$ cat config.mk
export PLATFORM = sky130hd
export DESIGN_NAME = rv_instr_encoder_flat
export DESIGN_NICKNAME = d
export VERILOG_FILES = /design/src/rtl/rv_instr_encoder_if.sv /design/src/rtl/rv_instr_encoder.sv /design/src/flat_wrapper.sv
export SDC_FILE = /design/constraint.sdc
export NUM_CORES = 1
export LEC_CHECK = 0
export BUFFER_PORTS_ARGS = -buffer_cell sky130_fd_sc_hd__buf_2
export CORE_MARGIN = 4
export CORE_UTILIZATION = 41
export CTS_CLUSTER_SIZE = 40
export DETAILED_ROUTE_END_ITERATION = 10
export GPL_TIMING_DRIVEN = 0
export HOLD_SLACK_MARGIN = 0.08
export PLACE_DENSITY = 0.65
export SYNTH_ARGS = -nofsm -noshare
export SYNTH_HDL_FRONTEND = slang
export SYNTH_SLANG_ARGS = --single-unit
$ cat constraint.sdc
create_clock -name clk -period 2 [get_ports clk]
set_input_delay 0.1 -clock clk [delete_from_list [all_inputs] [get_ports clk]]
set_output_delay 0.1 -clock clk [all_outputs]
set_load 0.03 [all_outputs]
$ cat src/rtl/rv_instr_encoder_if.sv
`default_nettype none
// ============================================================================
// Module      : rv_instr_encoder_if
// Description : Bundle interface for the RV32I instruction encoder. It carries
//               the decoded-field stream (valid/ready/last plus fields) and
//               the instruction-memory write port.
//               master : the producer of field bundles and the consumer of
//                        imem writes (boot path or testbench)
//               slave  : the encoder
// Ports       : in_valid, in_ready, in_last, fmt[2:0], alu_ctrl[3:0],
//               funct3_in[2:0], rd/rs1/rs2[4:0], imm[31:0],
//               imem_we, imem_addr[ADDR_W-1:0], imem_wdata[31:0]
// Revision    : 1.0 - initial release
// ============================================================================
interface rv_instr_encoder_if #(
  parameter int ADDR_W = 8
);
  logic              in_valid;
  logic              in_ready;
  logic              in_last;
  logic [2:0]        fmt;
  logic [3:0]        alu_ctrl;
  logic [2:0]        funct3_in;
  logic [4:0]        rd;
  logic [4:0]        rs1;
  logic [4:0]        rs2;
  logic [31:0]       imm;
  logic              imem_we;
  logic [ADDR_W-1:0] imem_addr;
  logic [31:0]       imem_wdata;

  modport master (
    output in_valid, in_last, fmt, alu_ctrl, funct3_in, rd, rs1, rs2, imm,
    input  in_ready, imem_we, imem_addr, imem_wdata
  );

  modport slave (
    input  in_valid, in_last, fmt, alu_ctrl, funct3_in, rd, rs1, rs2, imm,
    output in_ready, imem_we, imem_addr, imem_wdata
  );
endinterface
`default_nettype wire

$ cat src/rtl/rv_instr_encoder.sv
`default_nettype none
// ============================================================================
// Module      : rv_instr_encoder
// Description : Sequential RV32I instruction encoder / instruction-memory
//               writer. Accepts decoded field bundles over a valid/ready
//               stream, packs each into a 32-bit machine word and writes the
//               words to consecutive imem addresses starting at 0.
// Ports       : clk           rising-edge clock
//               rst_n         asynchronous active-low reset
//               start         one-cycle pulse: restart the program at addr 0
//               bus (slave)   field stream in, imem write port out
//               count         words written since the last start
//               busy / done   loading / program complete
//               err_illegal   sticky: an illegal bundle was written as NOP
//               err_overflow  sticky: in_valid seen while memory full
// Revision    : 1.0 - initial release
// ============================================================================
module rv_instr_encoder #(
  parameter int ADDR_W = 8,
  parameter int DEPTH  = 256   // must not exceed 2**ADDR_W
) (
  input  wire logic               clk,
  input  wire logic               rst_n,
  input  wire logic               start,
  rv_instr_encoder_if.slave       bus,
  output logic [ADDR_W:0]         count,
  output logic                    busy,
  output logic                    done,
  output logic                    err_illegal,
  output logic                    err_overflow
);

  // ALU control codes shared with the control decoder.
  localparam logic [3:0] C_ALU_ADD  = 4'd0;
  localparam logic [3:0] C_ALU_SUB  = 4'd1;
  localparam logic [3:0] C_ALU_SLL  = 4'd2;
  localparam logic [3:0] C_ALU_SLT  = 4'd3;
  localparam logic [3:0] C_ALU_SLTU = 4'd4;
  localparam logic [3:0] C_ALU_XOR  = 4'd5;
  localparam logic [3:0] C_ALU_SRL  = 4'd6;
  localparam logic [3:0] C_ALU_SRA  = 4'd7;
  localparam logic [3:0] C_ALU_OR   = 4'd8;
  localparam logic [3:0] C_ALU_AND  = 4'd9;

  localparam logic [2:0] C_FMT_R    = 3'd0;
  localparam logic [2:0] C_FMT_I    = 3'd1;
  localparam logic [2:0] C_FMT_LD   = 3'd2;
  localparam logic [2:0] C_FMT_S    = 3'd3;
  localparam logic [2:0] C_FMT_B    = 3'd4;
  localparam logic [2:0] C_FMT_U    = 3'd5;
  localparam logic [2:0] C_FMT_J    = 3'd6;

  localparam logic [6:0] C_OP_R     = 7'h33;
  localparam logic [6:0] C_OP_I     = 7'h13;
  localparam logic [6:0] C_OP_LD    = 7'h03;
  localparam logic [6:0] C_OP_S     = 7'h23;
  localparam logic [6:0] C_OP_B     = 7'h63;
  localparam logic [6:0] C_OP_U     = 7'h37;
  localparam logic [6:0] C_OP_J     = 7'h6F;

  localparam logic [31:0]   C_NOP   = 32'h0000_0013;  // addi x0, x0, 0
  localparam logic [ADDR_W:0] C_DEPTH = (ADDR_W+1)'(DEPTH);
  localparam logic [ADDR_W:0] C_ONE   = (ADDR_W+1)'(1);

  typedef enum logic [1:0] {
    S_IDLE = 2'd0,
    S_LOAD = 2'd1,
    S_DONE = 2'd2
  } state_t;

  state_t            state_q, state_d;
  logic [ADDR_W-1:0] imem_addr_q, imem_addr_d;
  logic [31:0]       imem_wdata_q, imem_wdata_d;
  logic              imem_we_q, imem_we_d;
  logic [ADDR_W:0]   count_q, count_d;
  logic              err_illegal_q, err_illegal_d;
  logic              err_overflow_q, err_overflow_d;

  logic              in_ready_w;
  logic              accept_w;
  logic [2:0]        alu_f3_w;
  logic [6:0]        alu_f7_w;
  logic              alu_known_w;
  logic              alu_shift_w;
  logic [31:0]       enc_word_w;
  logic              enc_ill_w;

  // --------------------------------------------------------------------------
  // ALU code -> funct3/funct7 lookup (shared by R and I-alu formats)
  // --------------------------------------------------------------------------
  always_comb begin
    alu_f3_w    = 3'b000;
    alu_f7_w    = 7'h00;
    alu_known_w = 1'b1;
    alu_shift_w = 1'b0;
    case (bus.alu_ctrl)
      C_ALU_ADD:  alu_f3_w = 3'b000;
      C_ALU_SUB:  alu_f7_w = 7'h20;
      C_ALU_SLL:  begin alu_f3_w = 3'b001; alu_shift_w = 1'b1; end
      C_ALU_SLT:  alu_f3_w = 3'b010;
      C_ALU_SLTU: alu_f3_w = 3'b011;
      C_ALU_XOR:  alu_f3_w = 3'b100;
      C_ALU_SRL:  begin alu_f3_w = 3'b101; alu_shift_w = 1'b1; end
      C_ALU_SRA:  begin alu_f3_w = 3'b101; alu_f7_w = 7'h20; alu_shift_w = 1'b1; end
      C_ALU_OR:   alu_f3_w = 3'b110;
      C_ALU_AND:  alu_f3_w = 3'b111;
      default:    alu_known_w = 1'b0;
    endcase
  end

  // --------------------------------------------------------------------------
  // Field packing. Register slots a format does not use stay zero.
  // --------------------------------------------------------------------------
  always_comb begin
    enc_word_w = C_NOP;
    enc_ill_w  = 1'b0;
    case (bus.fmt)
      C_FMT_R: begin
        if (alu_known_w)
          enc_word_w = {alu_f7_w, bus.rs2, bus.rs1, alu_f3_w, bus.rd, C_OP_R};
        else
          enc_ill_w = 1'b1;
      end
      C_FMT_I: begin
        // SUB has no immediate form; shifts carry funct7 in imm[11:5].
        if (!alu_known_w || (bus.alu_ctrl == C_ALU_SUB))
          enc_ill_w = 1'b1;
        else if (alu_shift_w)
          enc_word_w = {alu_f7_w, bus.imm[4:0], bus.rs1, alu_f3_w, bus.rd, C_OP_I};
        else
          enc_word_w = {bus.imm[11:0], bus.rs1, alu_f3_w, bus.rd, C_OP_I};
      end
      C_FMT_LD:
        enc_word_w = {bus.imm[11:0], bus.rs1, bus.funct3_in, bus.rd, C_OP_LD};
      C_FMT_S:
        enc_word_w = {bus.imm[11:5], bus.rs2, bus.rs1, bus.funct3_in,
                      bus.imm[4:0], C_OP_S};
      C_FMT_B:
        enc_word_w = {bus.imm[12], bus.imm[10:5], bus.rs2, bus.rs1, bus.funct3_in,
                      bus.imm[4:1], bus.imm[11], C_OP_B};
      C_FMT_U:
        enc_word_w = {bus.imm[31:12], bus.rd, C_OP_U};
      C_FMT_J:
        enc_word_w = {bus.imm[20], bus.imm[10:1], bus.imm[11], bus.imm[19:12],
                      bus.rd, C_OP_J};
      default:
        enc_ill_w = 1'b1;
    endcase
  end

  // --------------------------------------------------------------------------
  // Control FSM next-state and write-port logic
  // --------------------------------------------------------------------------
  assign in_ready_w = (state_q == S_LOAD) && (count_q < C_DEPTH) && !start;
  assign accept_w   = bus.in_valid && in_ready_w;

  always_comb begin
    state_d        = state_q;
    imem_addr_d    = imem_addr_q;
    imem_wdata_d   = imem_wdata_q;
    imem_we_d      = 1'b0;
    count_d        = count_q;
    err_illegal_d  = err_illegal_q;
    err_overflow_d = err_overflow_q;

    if (start) begin
      // Restart from any state; a bundle presented this cycle is dropped.
      state_d        = S_LOAD;
      imem_addr_d    = '0;
      count_d        = '0;
      err_illegal_d  = 1'b0;
      err_overflow_d = 1'b0;
    end else if (state_q == S_LOAD) begin
      if (accept_w) begin
        imem_we_d    = 1'b1;
        // count is below DEPTH on accept, so it fits the address width.
        imem_addr_d  = count_q[ADDR_W-1:0];
        imem_wdata_d = enc_word_w;
        count_d      = count_q + C_ONE;
        if (enc_ill_w)
          err_illegal_d = 1'b1;
        if (bus.in_last)
          state_d = S_DONE;
      end else if (bus.in_valid && (count_q == C_DEPTH)) begin
        err_overflow_d = 1'b1;
      end
    end
  end

  always_ff @(posedge clk or negedge rst_n) begin
    if (!rst_n) begin
      state_q        <= S_IDLE;
      imem_addr_q    <= '0;
      imem_wdata_q   <= '0;
      imem_we_q      <= 1'b0;
      count_q        <= '0;
      err_illegal_q  <= 1'b0;
      err_overflow_q <= 1'b0;
    end else begin
      state_q        <= state_d;
      imem_addr_q    <= imem_addr_d;
      imem_wdata_q   <= imem_wdata_d;
      imem_we_q      <= imem_we_d;
      count_q        <= count_d;
      err_illegal_q  <= err_illegal_d;
      err_overflow_q <= err_overflow_d;
    end
  end

  assign bus.in_ready   = in_ready_w;
  assign bus.imem_we    = imem_we_q;
  assign bus.imem_addr  = imem_addr_q;
  assign bus.imem_wdata = imem_wdata_q;
  assign count          = count_q;
  assign busy           = (state_q == S_LOAD);
  assign done           = (state_q == S_DONE);
  assign err_illegal    = err_illegal_q;
  assign err_overflow   = err_overflow_q;

endmodule
`default_nettype wire

$ cat src/flat_wrapper.sv
// flat-port wrapper written by rule: the top's interface ports become plain ports
module rv_instr_encoder_flat 
#(
  parameter int ADDR_W = 8,
  parameter int DEPTH  = 256                               
)
  (clk, rst_n, start, count, busy, done, err_illegal, err_overflow, bus_in_valid, bus_in_last, bus_fmt, bus_alu_ctrl, bus_funct3_in, bus_rd, bus_rs1, bus_rs2, bus_imm, bus_in_ready, bus_imem_we, bus_imem_addr, bus_imem_wdata);
  rv_instr_encoder_if #(.ADDR_W(ADDR_W)) bus_i ();
  input  wire logic clk;
  input  wire logic rst_n;
  input  wire logic start;
  output logic [ADDR_W:0] count;
  output logic busy;
  output logic done;
  output logic err_illegal;
  output logic err_overflow;
  input wire logic [$bits(bus_i.in_valid)-1:0] bus_in_valid;
  input wire logic [$bits(bus_i.in_last)-1:0] bus_in_last;
  input wire logic [$bits(bus_i.fmt)-1:0] bus_fmt;
  input wire logic [$bits(bus_i.alu_ctrl)-1:0] bus_alu_ctrl;
  input wire logic [$bits(bus_i.funct3_in)-1:0] bus_funct3_in;
  input wire logic [$bits(bus_i.rd)-1:0] bus_rd;
  input wire logic [$bits(bus_i.rs1)-1:0] bus_rs1;
  input wire logic [$bits(bus_i.rs2)-1:0] bus_rs2;
  input wire logic [$bits(bus_i.imm)-1:0] bus_imm;
  output wire logic [$bits(bus_i.in_ready)-1:0] bus_in_ready;
  output wire logic [$bits(bus_i.imem_we)-1:0] bus_imem_we;
  output wire logic [$bits(bus_i.imem_addr)-1:0] bus_imem_addr;
  output wire logic [$bits(bus_i.imem_wdata)-1:0] bus_imem_wdata;
  assign bus_i.in_valid = bus_in_valid;
  assign bus_i.in_last = bus_in_last;
  assign bus_i.fmt = bus_fmt;
  assign bus_i.alu_ctrl = bus_alu_ctrl;
  assign bus_i.funct3_in = bus_funct3_in;
  assign bus_i.rd = bus_rd;
  assign bus_i.rs1 = bus_rs1;
  assign bus_i.rs2 = bus_rs2;
  assign bus_i.imm = bus_imm;
  assign bus_in_ready = bus_i.in_ready;
  assign bus_imem_we = bus_i.imem_we;
  assign bus_imem_addr = bus_i.imem_addr;
  assign bus_imem_wdata = bus_i.imem_wdata;
  rv_instr_encoder #(.ADDR_W(ADDR_W), .DEPTH(DEPTH)) u_core (.clk(clk), .rst_n(rst_n), .start(start), .bus(bus_i), .count(count), .busy(busy), .done(done), .err_illegal(err_illegal), .err_overflow(err_overflow));
endmodule
======== Yosys cells after proc, flatten, opt, wreduce, memory -nomap -nowiden ========
Index checks and enable logic that the tools add are counted.
operators by class
  add/subtract/negate cells ............... 1
  order comparisons ....................... 1
  eq/ne operators ......................... 19
  muxes and demuxes ....................... 32
  bitwise logic cells ..................... 1
  reductions and logical operators ........ 24
operator list
  cell                   number
  $pmux W32 S7           1
  $mux W32               2
  $mux W31               1
  $mux W9                3
  $mux W8                3
  $pmux W3 S7            1
  $eq A4 B3 Y1 const B   4
  $mux W1                15
  $reduce_and A3 Y1      4
  $reduce_bool A2 Y1     5
  $reduce_or A10 Y1      1
  $add A9 B1 Y9 const B  1
  $eq A3 B3 Y1 const B   3
  $eq A9 B9 Y1 const B   1
  $lt A9 B9 Y1 const B   1
  $eq A4 B2 Y1 const B   2
  $eq A4 B4 Y1 const B   2
  $mux W2                4
  $eq A3 B2 Y1 const B   2
  $mux W6                1
  $reduce_or A5 Y1       1
  $eq A4 B1 Y1 const B   1
  $logic_and A1 B1 Y1    4
  $logic_not A4 Y1       1
  other kinds (12)       14
storage, ports and cells
  register bits after elaboration ......... 54
  input port bits ......................... 62
  output and inout bits ................... 55
  logic and storage cells ................. 85

======== Depth between registers and ports, before layout ========
Gate-level depths: netlist of run 1.
  depth in word-level cells ............... 11
  gate-level depth with buffers ........... 7

======== Least setup slack after synthesis of run 1 ========
Ideal clock, no wire load.
  path type ............................... reg2reg
  start point ............................. register u_core.count_q[8], in the netlist u_core.count[8]
  end point ............................... register u_core.imem_wdata_q[10], in the netlist u_core.bus.imem_wdata[10]
  setup time .............................. 0.126 ns
  arrival ................................. 1.650 ns
  slack ................................... 0.224 ns
  stages on the path, launching flop included .. 7
  path buffers ............................ 2
  clock period less this slack ............ 1.776 ns
  cells stage by stage .................... dfrtp_1 -> and4bb_2 -> buf_4 -> nand2_2 -> buf_2 -> and2_1 -> a221o_1
between the ends
  cells in the longest elaborated chain, start to end .. 5
RTL lines
  what                              line                     text
  from (decl)                       rv_instr_encoder.sv:75   logic [ADDR_W:0] count_q, count_d;
  from (signal assigned)            rv_instr_encoder.sv:204  count_q <= count_d;
  $lt A9 B9 Y1                      rv_instr_encoder.sv:154  assign in_ready_w = (state_q == S_LOAD) && (count_q < C_DEPTH) && !start;
  $logic_and A1 B1 Y1 (2 in a row)  rv_instr_encoder.sv:154
  $logic_and A1 B1 Y1               rv_instr_encoder.sv:155  assign accept_w = bus.in_valid && in_ready_w;
  $reduce_and A3 Y1 (no line)       --
  to (signal assigned)              rv_instr_encoder.sv:202  imem_wdata_q <= imem_wdata_d;
  to (decl)                         rv_instr_encoder.sv:73   logic [31:0] imem_wdata_q, imem_wdata_d;
No other way between the ends.
A chain may end at the register's enable or synchronous reset.

======== Final worst setup path of run 1 ========
  start point ............................. register u_core.count_q[8], in the netlist u_core.count[8]
  end point ............................... register u_core.imem_wdata_q[30], in the netlist u_core.bus.imem_wdata[30]
The elaborated chain is that of the path after synthesis.

==> results by group, run 1 <==
Drt
  – Drt drc: 0
  – Drt via density: roughly 5.4
  – Routed Antenna Nets: 0
  – Wirelength per Cell: 16.3 um
  – Drt initial violations: between 200 and 300
  – Via total after detailed routing: 2997
  – Final WL: 8960 um
  – First-pass DRT Iterations: 4

Placement
  – Final GP Congestion: 0.941
  – DPL Wire Length: 6490 um
  – Port Buf Inserts: 115
  – Area post-placement: ~3600 um2

Logic synthesis
  – Number of flops mapped to enable cells by yosys: 0
  – Synthesized instance count: about 310
  – Unique cell type count in the Yosys netlist: 58
  – Cell Area, Synth: 2920 um2
  – Register area share after synthesis: 0.455
  – Syn Nets: 371
  – Synth area leaders: dfrtp_1 45%, a22o_1 3.6%, nor2_1 3.1%
  – Ys async rst share: 1.00
  – Prevailing post-synth register cell: dfrtp_1
  – Syn Area/Cell: 9.50 um2
  – Synth Warn #: 0
  – Biggest area consumer among synthesized cells: dfrtp_1
  – Area share of the largest cell type after synthesis: 0.455
  – Post-synthesis register bit count: 53

STA
  – Fin Clk Skew: approximately 0.009 ns
  – Final min period: 1.88 ns
  – Pins Over Slew Limit: 0
  – RSZ-0062 raised after global routing: false
  – Slew headroom: 0.229
  – Fin. Hold Viols: 0
  – Max Fclk: approximately 0.53 GHz
  – Fin Setup TNS: 0 ns
  – Final setup viols: 0
  – Worst Tran Pin Value: 1.16 ns
  – Crit share post-route: 0.942

CTS
  – Max H-tree Level: 2
  – Clock sinks: 53
  – Clock buffer depth: 2
  – Post-CTS sizing: 0
  – Post-CTS Setup Bufs: 0
  – CTS Buf Count: 5
  – Latest clock arrival within the worst-skew pair: 0.31 ns
  – CTS tree: done
  – Worst-path clk slew: roughly 0.10 ns
  – CTS root buf: clkbuf_8

Critical path
  – Crit path DAT: 2.13 ns
  – CP startpoint kind: flip-flop
  – Worst path required time: 2.25 ns
  – Endpoint type of the worst setup path: flip-flop
  – WS Path Type: reg2reg
  – CP max FO: 10

Floorplan
  – FP Rows: 30
  – Die area: 8530 um2
  – Die width: 92.4 um
  – Chip Height: roughly 92 um
  – Initial core utilization: 0.425
  – # IOs: 117
  – Core Area: 6870 um2

Status
  – Outcome: finished clean

Cells and area
  – Ant diodes: 0
  – Final nets: 518
  – Share of layout cells above drive strength 1: 0.321
  – Area Overhead vs Synth: 36.4%
  – Final Cell Area: 3980 um2
  – Final core occ: 0.579

Job
  – Max_cap viols: 0

Power
  – Combinational Power Share: 0.324
  – Clock share of power: 0.251
  – Pint: 1.97 mW
  – Pwr Density: 758 nW/um2
  – Tot Pwr: 3.02 mW
  – Leak: 1.97 nW
  – Flop pwr share: 0.426
  – Sw Ratio: 0.347
  – Peak supply drop: 440 uV
  – Switching power of the nets: 1.05 mW

Global routing
  – Initial antenna violation count: 0
  – GRT Total Usage: 0.212
  – Global route overflow: 0
  – First-pass GRT wire length: 14600 um
  – Vias in the first global route: 2954
  – Largest net degree at the start of global routing: 54

Hold path
  – Hold Path Class: in2reg
-- stage by stage --
stage	cells	hold slack, ns	setup slack [ns]
2_1_floorplan	307	-0.196	0.224
6_report	551	0.0844	0.115
4_1_cts	550	0.0830	0.104
5_1_grt	551	0.0897	0.00260
3_3_place_gp	518	0.301	0.141
3_5_place_dp	518	0.307	0.134
-- cells in the mapped netlist (6+ instances only) --
cell type and count:
clkbuf_1 9, inv_1 13, nand3_1 7, a21oi_1 12
a221o_1 8, a22o_1 12, a21o_1 6, nor2_1 24
buf_2 11, o22ai_1 7, dfrtp_1 53, nor2b_1 9
o21ai_0 14, nand2_1 23, and2_1 6, o211ai_1 7
nor3_1 7
-- final cells by class --
type,instances,area (um2)
fill,649,2890
multi-input combinational,217,1430
sequential,53,1330
timing repair buffer,140,826
tap,96,120
buffer,23,108
clock buffer,7,86.3
inverter,14,52.6
clock inverter,1,30.0
-- metal layers --
| layer | share of wire | vias to the layer above | GRT usage |
|---|---|---|---|
| met5 | 0 | - | 0 |
| met4 | 0.0099 | 0 | 0.0495 |
| met3 | 0.084 | 10 | 0.0422 |
| met2 | 0.49 | 121 | 0.354 |
| met1 | 0.42 | 1429 | 0.283 |
| li1 | - | 1437 | - |
-- power by group through the flow --
stage	logic [mW]	clock network (mW)	registers, mW
after CTS	0.979	0.772	1.29
after global routing	1.06	0.810	1.30
after detailed placement	0.941	0	1.31
after floorplan	0.331	0	1.58
final	0.976	0.756	1.28
after global placement	0.935	0	1.30
-- layout by cell type (no fill, tap or decap), types with 8 or more instances in the layout --
cell / count
a22o_1: 12
dlygate4sd3_1: 25
dfrtp_1: 53
a221o_1: 8
nor2_1: 24
o21ai_0: 14
nor2b_1: 9
clkbuf_1: 10
nand2_1: 23
inv_1: 13
a21oi_1: 12
buf_2: 126
-- repair_timing --
item	4_1_cts	5_1_grt
hold endpoints to repair	58	1
setup endpoints to repair	0	0
hold buffers	24	1
-- final timing paths --
path	startpoint	end	slack, ns	cells after the start
hold / removal	bus_imm[2]	u_core.bus.imem_wdata[9]	0.08	2
setup / recovery	u_core.count[8]	u_core.bus.imem_wdata[30]	0.12	7
setup reg to reg	u_core.count[8]	u_core.bus.imem_wdata[30]	0.12	7
max in group asynchronous	rst_n	u_core.bus.imem_wdata[11]	0.73	2
hold reg to reg	u_core.bus.imem_wdata[3]	u_core.bus.imem_wdata[3]	0.48	2
min in group asynchronous	rst_n	u_core.bus.imem_wdata[12]	0.56	2
-- kinds of logic after synthesis --
| family | Yosys count | share of synthesized area |
|---|---|---|
| buffers and inverters | 37 | 0.0549 |
| adders and majority gates | 2 | 0.00857 |
| and+or+nand+nor | 97 | 0.169 |
| DFF | 53 | 0.455 |
| muxes | 3 | 0.0107 |
| xor gates and xnor gates | 5 | 0.0150 |
| AOI/OAI and AO/OA | 110 | 0.287 |
-- worst max-delay path, cell delays in order, from the launching register on --
cell	delay, ns
dfrtp_1	0.44
and4bb_2	0.31
buf_4	0.17
nand2_2	0.15
inv_2	0.23
buf_2	0.28
o2111ai_1	0.14
nand3_1	0.10
-- registers in the layout (all words and copies together) (netlist names) --
name,cells
u_core.bus.imem_wdata,31
u_core.bus.imem_we,1
u_core.state_q,2
u_core.count,9
u_core.bus.imem_addr,8
u_core.err_overflow,1
u_core.err_illegal,1
Power figures use the tool's default switching activity.
==> inputs of run 2 (changes only) <==
ABC_AREA = 1   (was not set)
HOLD_SLACK_MARGIN = not set   (was 0.08)
PLACE_DENSITY = 0.68   (was 0.65)
clock period = 1.62 ns   (was 2 ns; I/O delays follow)
==> run 2 against run 1 <==
The run now ends with negative hold slack left. Area after synthesis increased by 1.4%. Clock-buffer cell count down 1. First-iteration DRC count fell by 33%. Setup slack improved by 0.024 ns. Non-clock buffer count decreased by 34. Critical path depth up 1. Flip-flop and latch count did not move. Sequential share of layout area is 1.6 points higher. Cell area down 4.6%. Largest cell class unchanged. Highest routed layer unchanged.
==> results by group, run 2 <==
STA
  – Final setup margin: 0.139 ns (was 0.115 ns)
  – Final hold slack: -0.00559 ns (was 0.0844 ns)
  – RSZ-0062 raised after global routing: false (unchanged)
  – Fin Clk Skew: 0.00669 ns (was 0.00927 ns)
  – Slew headroom: 0.222 (was 0.229)
  – Final setup viols: 0 (unchanged)
  – Pins Over Slew Limit: 0 (unchanged)
  – Crit share post-route: 0.914 (was 0.942)
  – Final min period: 1.48 ns (was 1.88 ns)
  – Worst Tran Pin Value: 1.17 ns (was 1.16 ns)
  – Max Fclk: 0.675 GHz (was 0.531 GHz)
  – Fin. Hold Viols: 2 (was 0)

Logic synthesis
  – Synth area leaders: dfrtp_1 45%, nand2_1 20%, nand3_1 7.4% (was dfrtp_1 45%, a22o_1 3.6%, nor2_1 3.1%)
  – Synthesized instance count: 416 (was 307)
  – Most frequent cell after synthesis: nand2_1 (was dfrtp_1)
  – Synth Warn #: 0 (unchanged)
  – Syn Area/Cell: 7.11 um2 (was 9.50 um2)
  – Area share of the largest cell type after synthesis: 0.448 (was 0.455)
  – Synth cell count leaders: 161 x nand2_1, 53 x dfrtp_1, 44 x nand3_1 (was 53 x dfrtp_1, 24 x nor2_1, 23 x nand2_1)
  – Post-synthesis register bit count: 53 (unchanged)
  – Prevailing post-synth register cell: dfrtp_1 (unchanged)
  – Number of flops mapped to enable cells by yosys: 0 (unchanged)
  – Register area share after synthesis: 0.448 (was 0.455)
  – Cell Area, Synth: 2960 um2 (was 2920 um2)
  – Biggest area consumer among synthesized cells: dfrtp_1 (unchanged)
  – Syn Nets: 480 (was 371)
  – Ys async rst share: 1.00 (unchanged)
  – Unique cell type count in the Yosys netlist: 28 (was 58)

Floorplan
  – Die area: 8640 um2 (was 8530 um2)
  – Chip Height: 92.9 um (was 92.4 um)
  – # IOs: 117 (unchanged)
  – Core Area: 6910 um2 (was 6870 um2)
  – FP Rows: 30 (unchanged)
  – Die width: 92.9 um (was 92.4 um)
  – Initial core utilization: 0.428 (was 0.425)

Drt
  – Wirelength per Cell: 13.9 um (was 16.3 um)
  – Drt via density: 5.01 (was 5.44)
  – Met3 WL: 724 um (was 756 um)
  – Drt drc: 0 (unchanged)
  – Via total after detailed routing: 3192 (was 2997)
  – Routed Antenna Nets: 0 (unchanged)
  – Drt initial violations: 177 (was 263)
  – DR WL met2: 4200 um (was 4360 um)
  – Final WL: 8860 um (was 8960 um)
  – WL met1: 3810 um (was 3760 um)
  – Max layer used: met4 (unchanged)
  – First-pass DRT Iterations: 5 (was 4)

Hold path
  – Hold Path Class: in2async (was in2reg)

Cells and area
  – Filler cells: 745 (was 649)
  – Reg area: 1330 um2 (about the same)
  – Largest register FFs: 31 (unchanged)
  – Most frequent cells in the layout: 160 x nand2_1, 118 x buf_2, 52 x dfrtp_1 (was 126 x buf_2, 53 x dfrtp_1, 25 x dlygate4sd3_1)
  – Multi-input gate area: 1460 um2 (was 1430 um2)
  – Area Overhead vs Synth: 28.4% (was 36.4%)
  – Commonest non-fill, non-tap cell in the layout: nand2_1 (was buf_2)
  – Ant diodes: 0 (unchanged)
  – Share of layout cells above drive strength 1: 0.299 (was 0.321)
  – Final core occ: 0.550 (was 0.579)
  – Final nets: 604 (was 518)

Critical path
  – Crit path DAT: 1.69 ns (was 2.13 ns)
  – Worst path required time: 1.83 ns (was 2.25 ns)
  – R2R cell count: 8 (was 7)
  – CP max stage delay: 0.42 ns (was 0.44 ns)
  – CP startpoint kind: flip-flop (unchanged)
  – Critical Path, Cell by Cell: inv_2 > nand3_2 > nor2_4 > nand2_2 > buf_4 > buf_4 > nand2_1 > nand2_1 (was and4bb_2 > buf_4 > nand2_2 > inv_2 > buf_2 > o2111ai_1 > nand3_1)
  – Crit path depth: 8 (was 7)
  – WS Path Type: reg2reg (unchanged)
  – Endpoint type of the worst setup path: flip-flop (unchanged)
  – CP top delay family: simple AND/OR/NAND/NOR gates (was buffers and inverters)
  – Crit path max-delay cell type: dfrtp_1 (unchanged)
  – CP bufs+invs: 3 (unchanged)
  – CP max FO: 10 (unchanged)

Job
  – Max_cap viols: 0 (unchanged)

Placement
  – Final GP Congestion: 0.883 (was 0.941)
  – DP Worst Slack: -0.0507 ns (was 0.134 ns)
  – Port Buf Inserts: 115 (unchanged)
  – DPL Wire Length: 6740 um (was 6490 um)

Power
  – Pwr Density: 919 nW/um2 (was 758 nW/um2)
  – Tot Pwr: 3.49 mW (was 3.02 mW)
  – Leak: 2.14 nW (was 1.97 nW)
  – Peak supply drop: 476 uV (was 440 uV)

CTS
  – Clock buffer depth: 2 (unchanged)
  – CTS root buf: clkbuf_8 (unchanged)
  – Clock sinks: 53 (unchanged)
  – Max H-tree Level: 2 (unchanged)
  – Latest clock arrival within the worst-skew pair: 0.31 ns (about the same)
  – Worst-path clk slew: 0.10 ns (about the same)
  – CTS tree: done (unchanged)
  – CTS Buf Count: 5 (unchanged)

Status
  – Failing checks: negative hold slack
  – Outcome: finished with violations (was finished clean)

Global routing
  – Largest net degree at the start of global routing: 54 (unchanged)
  – Vias in the first global route: 3015 (was 2954)
  – First-pass GRT wire length: 14300 um (was 14600 um)
  – Initial antenna violation count: 0 (unchanged)
  – Global route overflow: 0 (unchanged)
  – GRT Total Usage: 0.205 (was 0.212)
-- run 2: kinds of logic (layout without fill, tap and decap cells) --
group / Yosys count / after routing / share of synthesized area
AND/OR/NAND/NOR: 262 / 262 / 0.383
buffers and inverters: 48 / 173 / 0.0677
AO/OA/AOI/OAI: 51 / 51 / 0.0926
adder cells (fa/ha/maj): 2 / 2 / 0.00846
flip-flops: 53 / 53 / 0.448
-- run 2: repair_timing --
| item | 4_1_cts | 5_1_grt |
|---|---|---|
| pin swaps | 0 | 1 |
| hold endpoints to repair | 1 | 0 |
| buffers inserted | 0 | 1 |
| hold buffers | 1 | 0 |
| gates resized for setup | 3 | 10 |
| endpoints found under the setup margin | 3 | 27 |
-- run 2: report_power, final --
| part | switching (mW) | internal (mW) | leakage, nW |
|---|---|---|---|
| Combinational | 0.795 | 0.344 | 1.40 |
| Sequential | 0.102 | 1.49 | 0.694 |
| Clock | 0.451 | 0.309 | 0.0456 |
-- run 2: final cells by class --
type	instances	share of cell area
multi-input combinational	315	0.385
tap	96	0.0316
clock buffer	6	0.0191
clock inverter	2	0.00362
buffer	12	0.0198
sequential	53	0.349
inverter	36	0.0356
timing repair buffer	117	0.156
-- run 2: metal layers --
| metal | global-route usage | up-vias |
|---|---|---|
| li1 | - | 1603 |
| met5 | 0 | - |
| met2 | 0.343 | 123 |
| met4 | 0.0672 | 0 |
| met3 | 0.0487 | 10 |
| met1 | 0.259 | 1456 |
-- run 2: final timing paths --
check / endpoint / from / slack [ns]
worst max-delay path: u_core.bus.imem_wdata[29] / u_core.state_q[1] / 0.14
worst min-delay path: u_core.bus.imem_wdata[25] / rst_n / -0.006
worst max register to register: u_core.bus.imem_wdata[29] / u_core.state_q[1] / 0.14
worst min register to register: u_core.bus.imem_addr[1] / u_core.bus.imem_addr[1] / 0.48
max in group asynchronous: u_core.count[8] / rst_n / 0.84
min in group clk: u_core.bus.imem_wdata[16] / bus_rs1[1] / 0
-- run 2: through the flow --
stage | cell area [um2] | TNS, ns | instances | hold WS, ns
after floorplan | 2970 | 0 | 416 | -0.215
after global placement | 3660 | -0.00666 | 627 | 0.320
after detailed placement | 3660 | -0.0940 | 627 | 0.323
after CTS | 3770 | 0 | 636 | 0.000218
after global routing | 3800 | 0 | 637 | 0.0103
final | 3800 | 0 | 637 | -0.00559
